$ cat src/rtl/alu_pkg.sv
// Shared ALU definitions: datapath widths, control-state encoding and a step-count helper
// used by the serial arithmetic units.
package alu_pkg;

  localparam int WIDTH = 32;
  localparam int DIGIT = 4;

  typedef enum logic [1:0] {
    IDLE = 2'd0,
    RUN  = 2'd1,
    DONE = 2'd2
  } state_t;

  // Number of digit cycles needed to cover a word; width must divide evenly.
  function automatic int steps(input int width, input int digit);
    return width / digit;
  endfunction

endpackage

$ cat src/rtl/serial_sub32_rca4.sv
// 4-bit ripple-carry slice shared by the serial adder and subtractor datapaths.
module rca4 (
  input  logic [3:0] a,
  input  logic [3:0] b,
  input  logic       c_in,
  output logic [3:0] sum,
  output logic       c_out
);

  logic [4:0] carry;

  assign carry[0] = c_in;

  for (genvar i = 0; i < 4; i++) begin : g_bit
    assign sum[i]       = a[i] ^ b[i] ^ carry[i];
    assign carry[i + 1] = (a[i] & b[i]) | (carry[i] & (a[i] ^ b[i]));
  end

  assign c_out = carry[4];

endmodule

$ cat src/rtl/serial_sub32.sv
// Area-minimal serial subtractor: diff = a - b computed one digit per clock as a + ~b + 1
// through a single reused rca4 slice, with valid/ready handshakes on both sides.
module serial_sub32
  import alu_pkg::*;
#(
  parameter int WIDTH = alu_pkg::WIDTH,
  parameter int DIGIT = alu_pkg::DIGIT
) (
  input  logic             clk,
  input  logic             rst,
  input  logic             in_valid,
  output logic             in_ready,
  input  logic [WIDTH-1:0] a,
  input  logic [WIDTH-1:0] b,
  output logic             out_valid,
  input  logic             out_ready,
  output logic [WIDTH-1:0] diff,
  output logic             borrow_out,
  output logic             overflow
);

  localparam int STEPS = steps(WIDTH, DIGIT);
  localparam int CNT_W = (STEPS > 1) ? $clog2(STEPS) : 1;
  localparam logic [CNT_W-1:0] LAST = CNT_W'(STEPS - 1);

  state_t           state;
  logic [CNT_W-1:0] count;
  logic             carry;
  logic [WIDTH-1:0] op_a;
  logic [WIDTH-1:0] op_b;
  logic             sign_a;
  logic             sign_b;
  logic [WIDTH-1:0] diff_r;
  logic             borrow_r;
  logic             overflow_r;

  logic [DIGIT-1:0] sum4;
  logic             c_out;

  rca4 u_slice (
    .a    (op_a[DIGIT-1:0]),
    .b    (op_b[DIGIT-1:0]),
    .c_in (carry),
    .sum  (sum4),
    .c_out(c_out)
  );

  // Handshake outputs depend on the registered state only.
  assign in_ready   = (state == IDLE);
  assign out_valid  = (state == DONE);
  assign diff       = diff_r;
  assign borrow_out = borrow_r;
  assign overflow   = overflow_r;

  always_ff @(posedge clk) begin
    if (rst) begin
      state      <= IDLE;
      count      <= '0;
      carry      <= 1'b1;
      op_a       <= '0;
      op_b       <= '0;
      sign_a     <= 1'b0;
      sign_b     <= 1'b0;
      diff_r     <= '0;
      borrow_r   <= 1'b0;
      overflow_r <= 1'b0;
    end else begin
      case (state)
        IDLE: begin
          if (in_valid) begin
            op_a   <= a;
            op_b   <= ~b;
            sign_a <= a[WIDTH-1];
            sign_b <= b[WIDTH-1];
            carry  <= 1'b1;
            count  <= '0;
            diff_r <= '0;
            state  <= RUN;
          end
        end
        RUN: begin
          // Low digit first; each new digit enters at the top so the word lands aligned.
          diff_r <= {sum4, diff_r[WIDTH-1:DIGIT]};
          op_a   <= op_a >> DIGIT;
          op_b   <= op_b >> DIGIT;
          carry  <= c_out;
          count  <= count + 1'b1;
          if (count == LAST) begin
            borrow_r   <= ~c_out;
            overflow_r <= (sign_a != sign_b) && (sum4[DIGIT-1] != sign_a);
            state      <= DONE;
          end
        end
        DONE: begin
          if (out_ready) begin
            state <= IDLE;
          end
        end
        default: state <= IDLE;
      endcase
    end
  end

endmodule

$ cat config.mk
export PLATFORM = sky130hd
export DESIGN_NAME = serial_sub32
export DESIGN_NICKNAME = d
export VERILOG_FILES = /design/src/rtl/alu_pkg.sv /design/src/rtl/serial_sub32_rca4.sv /design/src/rtl/serial_sub32.sv
export SDC_FILE = /design/constraint.sdc
export NUM_CORES = 1
export LEC_CHECK = 0
export CORE_MARGIN = 2
export CORE_UTILIZATION = 35
export CTS_BUF_LIST = sky130_fd_sc_hd__clkbuf_8
export DETAILED_ROUTE_END_ITERATION = 10
export SETUP_SLACK_MARGIN = 0.05
export SYNTH_ARGS = -nofsm -noshare
export SYNTH_HDL_FRONTEND = slang
export SYNTH_SLANG_ARGS = --single-unit
$ cat constraint.sdc
create_clock -name clk -period 4.3 [get_ports clk]
set_input_delay 0.43 -clock clk [delete_from_list [all_inputs] [get_ports clk]]
set_output_delay 0.43 -clock clk [all_outputs]
set_load 0.01 [all_outputs]
==> flow_summary.toml, run 1 <==
[outcome]
status = "complete, no violations"

[synth]
synth_async_sr_flop_share_pct = 0
syn_area_um2 = 4520
ys_ff_latch = 106
synth.largest_area_cell = "dfxtp_1"
ys_top_cells_by_area = "dfxtp_1, a21oi_1, mux2i_1, nor2_1, nand2_1"
yosys-top-cells-count = "dfxtp_1, a21oi_1, nor2_1"
syn_avg_cell_area_um2 = 8.42
synth-edff-count = 0
yosysMostFrequentCell = "dfxtp_1"
synth_seq_area_share_pct = 46.9
yosys_most_used_dff = "dfxtp_1"
yosysUniqueCellTypes = 29
yosysWarnings = 0
synth_cells = 537
syn_nets = 611
synth_top_area_share_pct = 46.9

[worst_hold_path]
holdCritStartpoint = "op_b[25]"
min_path_type = "reg -> reg"

[clocking]
clk_latency_ns = 0.36
numCtsBuffers = 9
cts_tree = "yes"
clock-sinks = 106
htree_levels = 3
cts_resized = 0
clkSlewWorstSetupHoldPaths_ns = 0.10
cts-root-buf = "clkbuf_8"
post_cts_buffers = 0
clockBufferDepth = 2
cts_hold_buf = 0

[setup_path]
cp_max_fo = 69
worstPathRequired_ns = 3.87
path_class = "reg -> out"
setup.worst_path.start_class = "flop"
worstReg2RegStart = "carry"
critPathLaunch = "state[0]"
worstPathArrival_ns = 2.28
cp-end-kind = "primary output"

[finish]
fill_cells = 1296
nNetsFinal = 683
fin_area_um2 = 5760
drive_gt1_share_pct = 4.23
num_antenna_cells = 0
areaGrowthSynthToFinish_pct = 27.5

[timing]
setup_viol = 0
fin_crit_sh_pct = 62.9
hold_violations = 0
slew_headroom_pct = 27.1
worst_pin_slew_ns = 1.09
rsz0062_at_grt = "no"
max_freq_mhz = 370
finalSetupTns_ns = 0
min_period_ns = 2.71
fin_worst_skew_ns = 0.00729
setup_ws_ns = 1.59
finalMaxSlewViolations = 0

[global_routing]
grt_pass1_vias = 3485
grt_overflow = 0
track_usage_pct = 15.2
grt_max_degree = 107
grt_pass1_wl_mm = 17.4
antenna_found_initial = 0

[die]
die_area_um2 = 13800
die_x_um = 118
initial_core_util_pct = 35.8
fp-row-count = 41
io_pins = 104
die_h_um = 118
coreArea_um2 = 12600

[pwr]
power.density_nw_per_um2 = 353
p_leak_nw = 2.08
ir_drop_uv = 179

[placed_design]
place_congestion = 0.734
post-place-ws_ns = 1.74
io_buffers = 103
dp_hpwl_mm = 7.07
dpl_cell_area_um2 = 5550

[detailed_routing]
drt-pass1-iter-count = 4
totalWireLength_mm = 10.6
vias = 3797
antenna_left = 0
drt_iter0_drc = 381
post_drt_wl_per_cell_um = 13.4
via_per_inst = 4.83
drcViolationCount = 0

[run]
drv_cap = 0
[routing by layer]
metal	wire (um)	GRT usage [%]	up-vias
met3	491	3.25	6
li1	-	-	1968
met2	4760	23.1	84
met1	5210	21.7	1739
met5	0	0	-
met4	100	4.29	0
[area by class of cell]
class | instances | area [um^2] | area share (%)
clock buffer | 9 | 124 | 2.15
clock inverter | 7 | 92.6 | 1.61
inverter | 5 | 18.8 | 0.326
multi-input combinational | 378 | 2110 | 36.7
sequential | 106 | 2130 | 36.9
tap | 172 | 215 | 3.73
timing repair buffer | 109 | 1070 | 18.6
[critical path: stages, from the launching register on]
cell and delay, ns:
dfxtp_4 0.56, buf_4 0.64, nor2b_1 0.15, clkdlybuf4s50_1 0.54
[cells in the final DEF, fill, tap and decap left out, types with 2 or more instances in the layout]
cell type | Yosys | final
a21oi_1 | 68 | 68
buf_4 | 10 | 7
nand2_1 | 66 | 66
nand3_1 | 34 | 34
mux2i_1 | 29 | 29
inv_1 | 5 | 5
and2_1 | 28 | 28
nand2b_1 | 2 | 2
fa_1 | 4 | 4
clkdlybuf4s50_1 | 0 | 102
nor3b_1 | 2 | 2
nor2b_1 | 2 | 2
ha_1 | 2 | 2
a2bb2oi_1 | 4 | 4
o21ai_0 | 28 | 28
a211oi_1 | 28 | 28
clkinv_2 | 0 | 2
bufinv_16 | 0 | 2
dfxtp_1 | 106 | 105
a311oi_1 | 2 | 2
nor2_1 | 68 | 68
a22oi_1 | 4 | 4
clkbuf_8 | 0 | 9
[metrics by stage]
stage                     utilization (%)  hold slack, ns  std cells  total power [mW]
after global placement               44.0           0.435        770              1.39
after detailed placement             44.0           0.440        770              1.40
final                                45.7           0.452        786              2.03
after global routing                 45.7           0.467        786              2.14
after floorplan                         -           0.427        537              1.29
after CTS                            45.7           0.454        786              2.06
[flip-flops by register name, indices dropped and copies added, names as in the netlist]
register and cells:
carry 1, diff 32, op_a 32, borrow_out 1
count 3, overflow 1, sign_a 1, state 2
sign_b 1, op_b 32
[power by group]
part	switching [mW]	leakage, nW	internal [mW]	total, mW
Combinational	0.154	1.10	0.142	0.296
Sequential	0.0369	0.869	1.04	1.07
Clock	0.333	0.110	0.327	0.661
Total	0.524	2.08	1.51	2.03
[logic make-up after synthesis]
family / after synthesis / share of synthesized area, %
fa+ha+maj: 6 / 2.32
mux: 29 / 6.42
buf+inv: 53 / 6.28
compound gates: 138 / 17.9
flops: 106 / 46.9
simple gates: 205 / 20.1
[final timing paths]
| check | end | slack (ns) | depth (start not counted) |
|---|---|---|---|
| setup / recovery | out_valid | 1.59 | 3 |
| hold reg to reg | op_b[25] | 0.45 | 2 |
| hold / removal | op_b[25] | 0.45 | 2 |
| setup reg to reg | overflow | 1.75 | 9 |
(Power assumes the default switching activity.)
==> run 2, diff against run 1 <==
==> constraint.sdc (replaced) <==
create_clock -name clk -period 2.4 [get_ports clk]
set_input_delay 0.24 -clock clk [delete_from_list [all_inputs] [get_ports clk]]
set_output_delay 0.24 -clock clk [all_outputs]
set_load 0.01 [all_outputs]
==> run 2 against run 1 <==
Compared with the run above:
- the flow now finishes with violations (negative setup slack)
- die area stayed put
- final cell count is 1.0% higher
- routed wire length is 2.0% higher
- flip-flop and latch count stayed put
- first-iteration DRC count is 36% lower
- non-clock buffer count is 8 higher
- via count is 0.71% higher
- count of clock-buffer cells in the layout stayed put
- core utilization is 0.76 points higher
- hold slack worse by 0.12 ns
==> flow_summary.toml, run 2 (synthesis results as in run 1) <==
[outcome]
status = "finished with violations"
violations = "negative setup slack"

[clocking]
clock-sinks = 106
htree_levels = 3
clk_latency_ns = 0.38
clockBufferDepth = 2
cts_hold_buf = 0
cts-root-buf = "clkbuf_8"
numCtsBuffers = 9
cts_tree = "yes"
clkSlewWorstSetupHoldPaths_ns = 0.10

[placed_design]
io_buffers = 103
dp_hpwl_mm = 7.40
dpl_cell_area_um2 = 5630
dp_cells = 778
post-place-ws_ns = -0.0490
place_congestion = 0.723

[detailed_routing]
drt-pass1-iter-count = 5
post_drt_wl_per_cell_um = 13.6
antenna_left = 0
vias = 3824
drcViolationCount = 0
totalWireLength_mm = 10.8
drt_iter0_drc = 243
via_per_inst = 4.82

[timing]
holdWs_ns = 0.328
rsz0062_at_grt = "yes"
worst_pin_slew_ns = 0.547
fin_worst_skew_ns = 0.0174
slew_headroom_pct = 63.6
finalMaxSlewViolations = 0
setup_viol = 1
max_freq_mhz = 412
hold_violations = 0
setup_ws_ns = -0.0294
min_period_ns = 2.43
fin_crit_sh_pct = 101

[setup_path]
worstPathRequired_ns = 2.68
setup.worst_path.start_class = "flop"
cp_max_fo = 3
path_class = "reg -> reg"
cp-end-kind = "flop"
worstPathArrival_ns = 2.71

[finish]
multi_input_area_um2 = 2140
drive_gt1_share_pct = 7.56
final_cell_mix = "dfxtp_1, clkdlybuf4s50_1, nor2_1"
num_antenna_cells = 0
areaGrowthSynthToFinish_pct = 29.6
fill_cells = 1272
seq_area_um2 = 2130
nNetsFinal = 691
final_cells = 794
fin_area_um2 = 5860

[die]
initial_core_util_pct = 35.8
die_area_um2 = 13800
io_pins = 104
die_x_um = 118
die_h_um = 118
coreArea_um2 = 12600
fp-row-count = 41

[global_routing]
track_usage_pct = 15.4
grt_overflow = 0
antenna_found_initial = 0
grt_max_degree = 52
grt_pass1_vias = 3629
grt_pass1_wl_mm = 17.7

[worst_hold_path]
min_path_type = "in -> reg"

[pwr]
power_mw = 3.62
ir_drop_uv = 266
power.density_nw_per_um2 = 617
p_leak_nw = 2.10

[run]
drv_cap = 0
run 2: changes by cell type in the layout (fill, tap and decap cells not counted), moves of 2 or more:
cell and delta:
clkinvlp_4 +4, buf_12 +2, dfxtp_2 +3, inv_1 -4, clkinv_2 -2, fa_2 +4
dfxtp_1 -3, inv_2 +4, buf_4 +6, fa_1 -4
run 2: what timing repair did:
item	4_1_cts	5_1_grt
endpoints found under the hold margin	0	0
endpoints found under the setup margin	1	1
resized for setup	2	12
gates cloned	0	0
pin swaps	3	6
setup buffers	0	0
run 2: cell type report:
cell class	count	share of cell area, %
tap	172	3.67
clock inverter	7	1.35
timing repair buffer	117	19.8
multi-input combinational	378	36.4
clock buffer	9	2.11
inverter	5	0.320
sequential	106	36.3
run 2: worst paths after layout:
check        slack [ns]  startpoint  cells past startpoint        to
max               -0.03       carry                      9  overflow
min                0.33         rst                      2  state[0]
max reg2reg       -0.03       carry                      9  overflow
min reg2reg        0.45    op_b[22]                      2  op_b[22]
run 2: stage by stage:
stage / utilization [%] / TNS [ns]
floorplan: - / 0
global placement: 44.6 / 0
detailed placement: 44.6 / -0.0490
CTS: 46.3 / -0.00847
global route: 46.4 / -0.148
finish: 46.4 / -0.0294
run 2: power breakdown:
part           internal [mW]  switching, mW  leakage (nW)
registers               1.86         0.0677         0.870
logic                  0.278          0.281          1.14
clock network          0.489          0.641        0.0856
run 2: routing by layer:
metal  vias up  GRT usage (%)  share of wire [%]
met5         -              0                  0
met4         0           5.35                1.3
met3        10           4.07                4.8
met2        91           24.0                 45
met1      1735           20.6                 49
li1       1988              -                  -
run 2: worst max-delay path, cell delays in order (launching register included):
cell	delay (ns)
dfxtp_2	0.34
inv_2	0.05
fa_2	0.19
inv_2	0.04
fa_2	0.35
fa_2	0.35
fa_2	0.45
nor3b_1	0.27
a21oi_2	0.05
a311oi_1	0.26
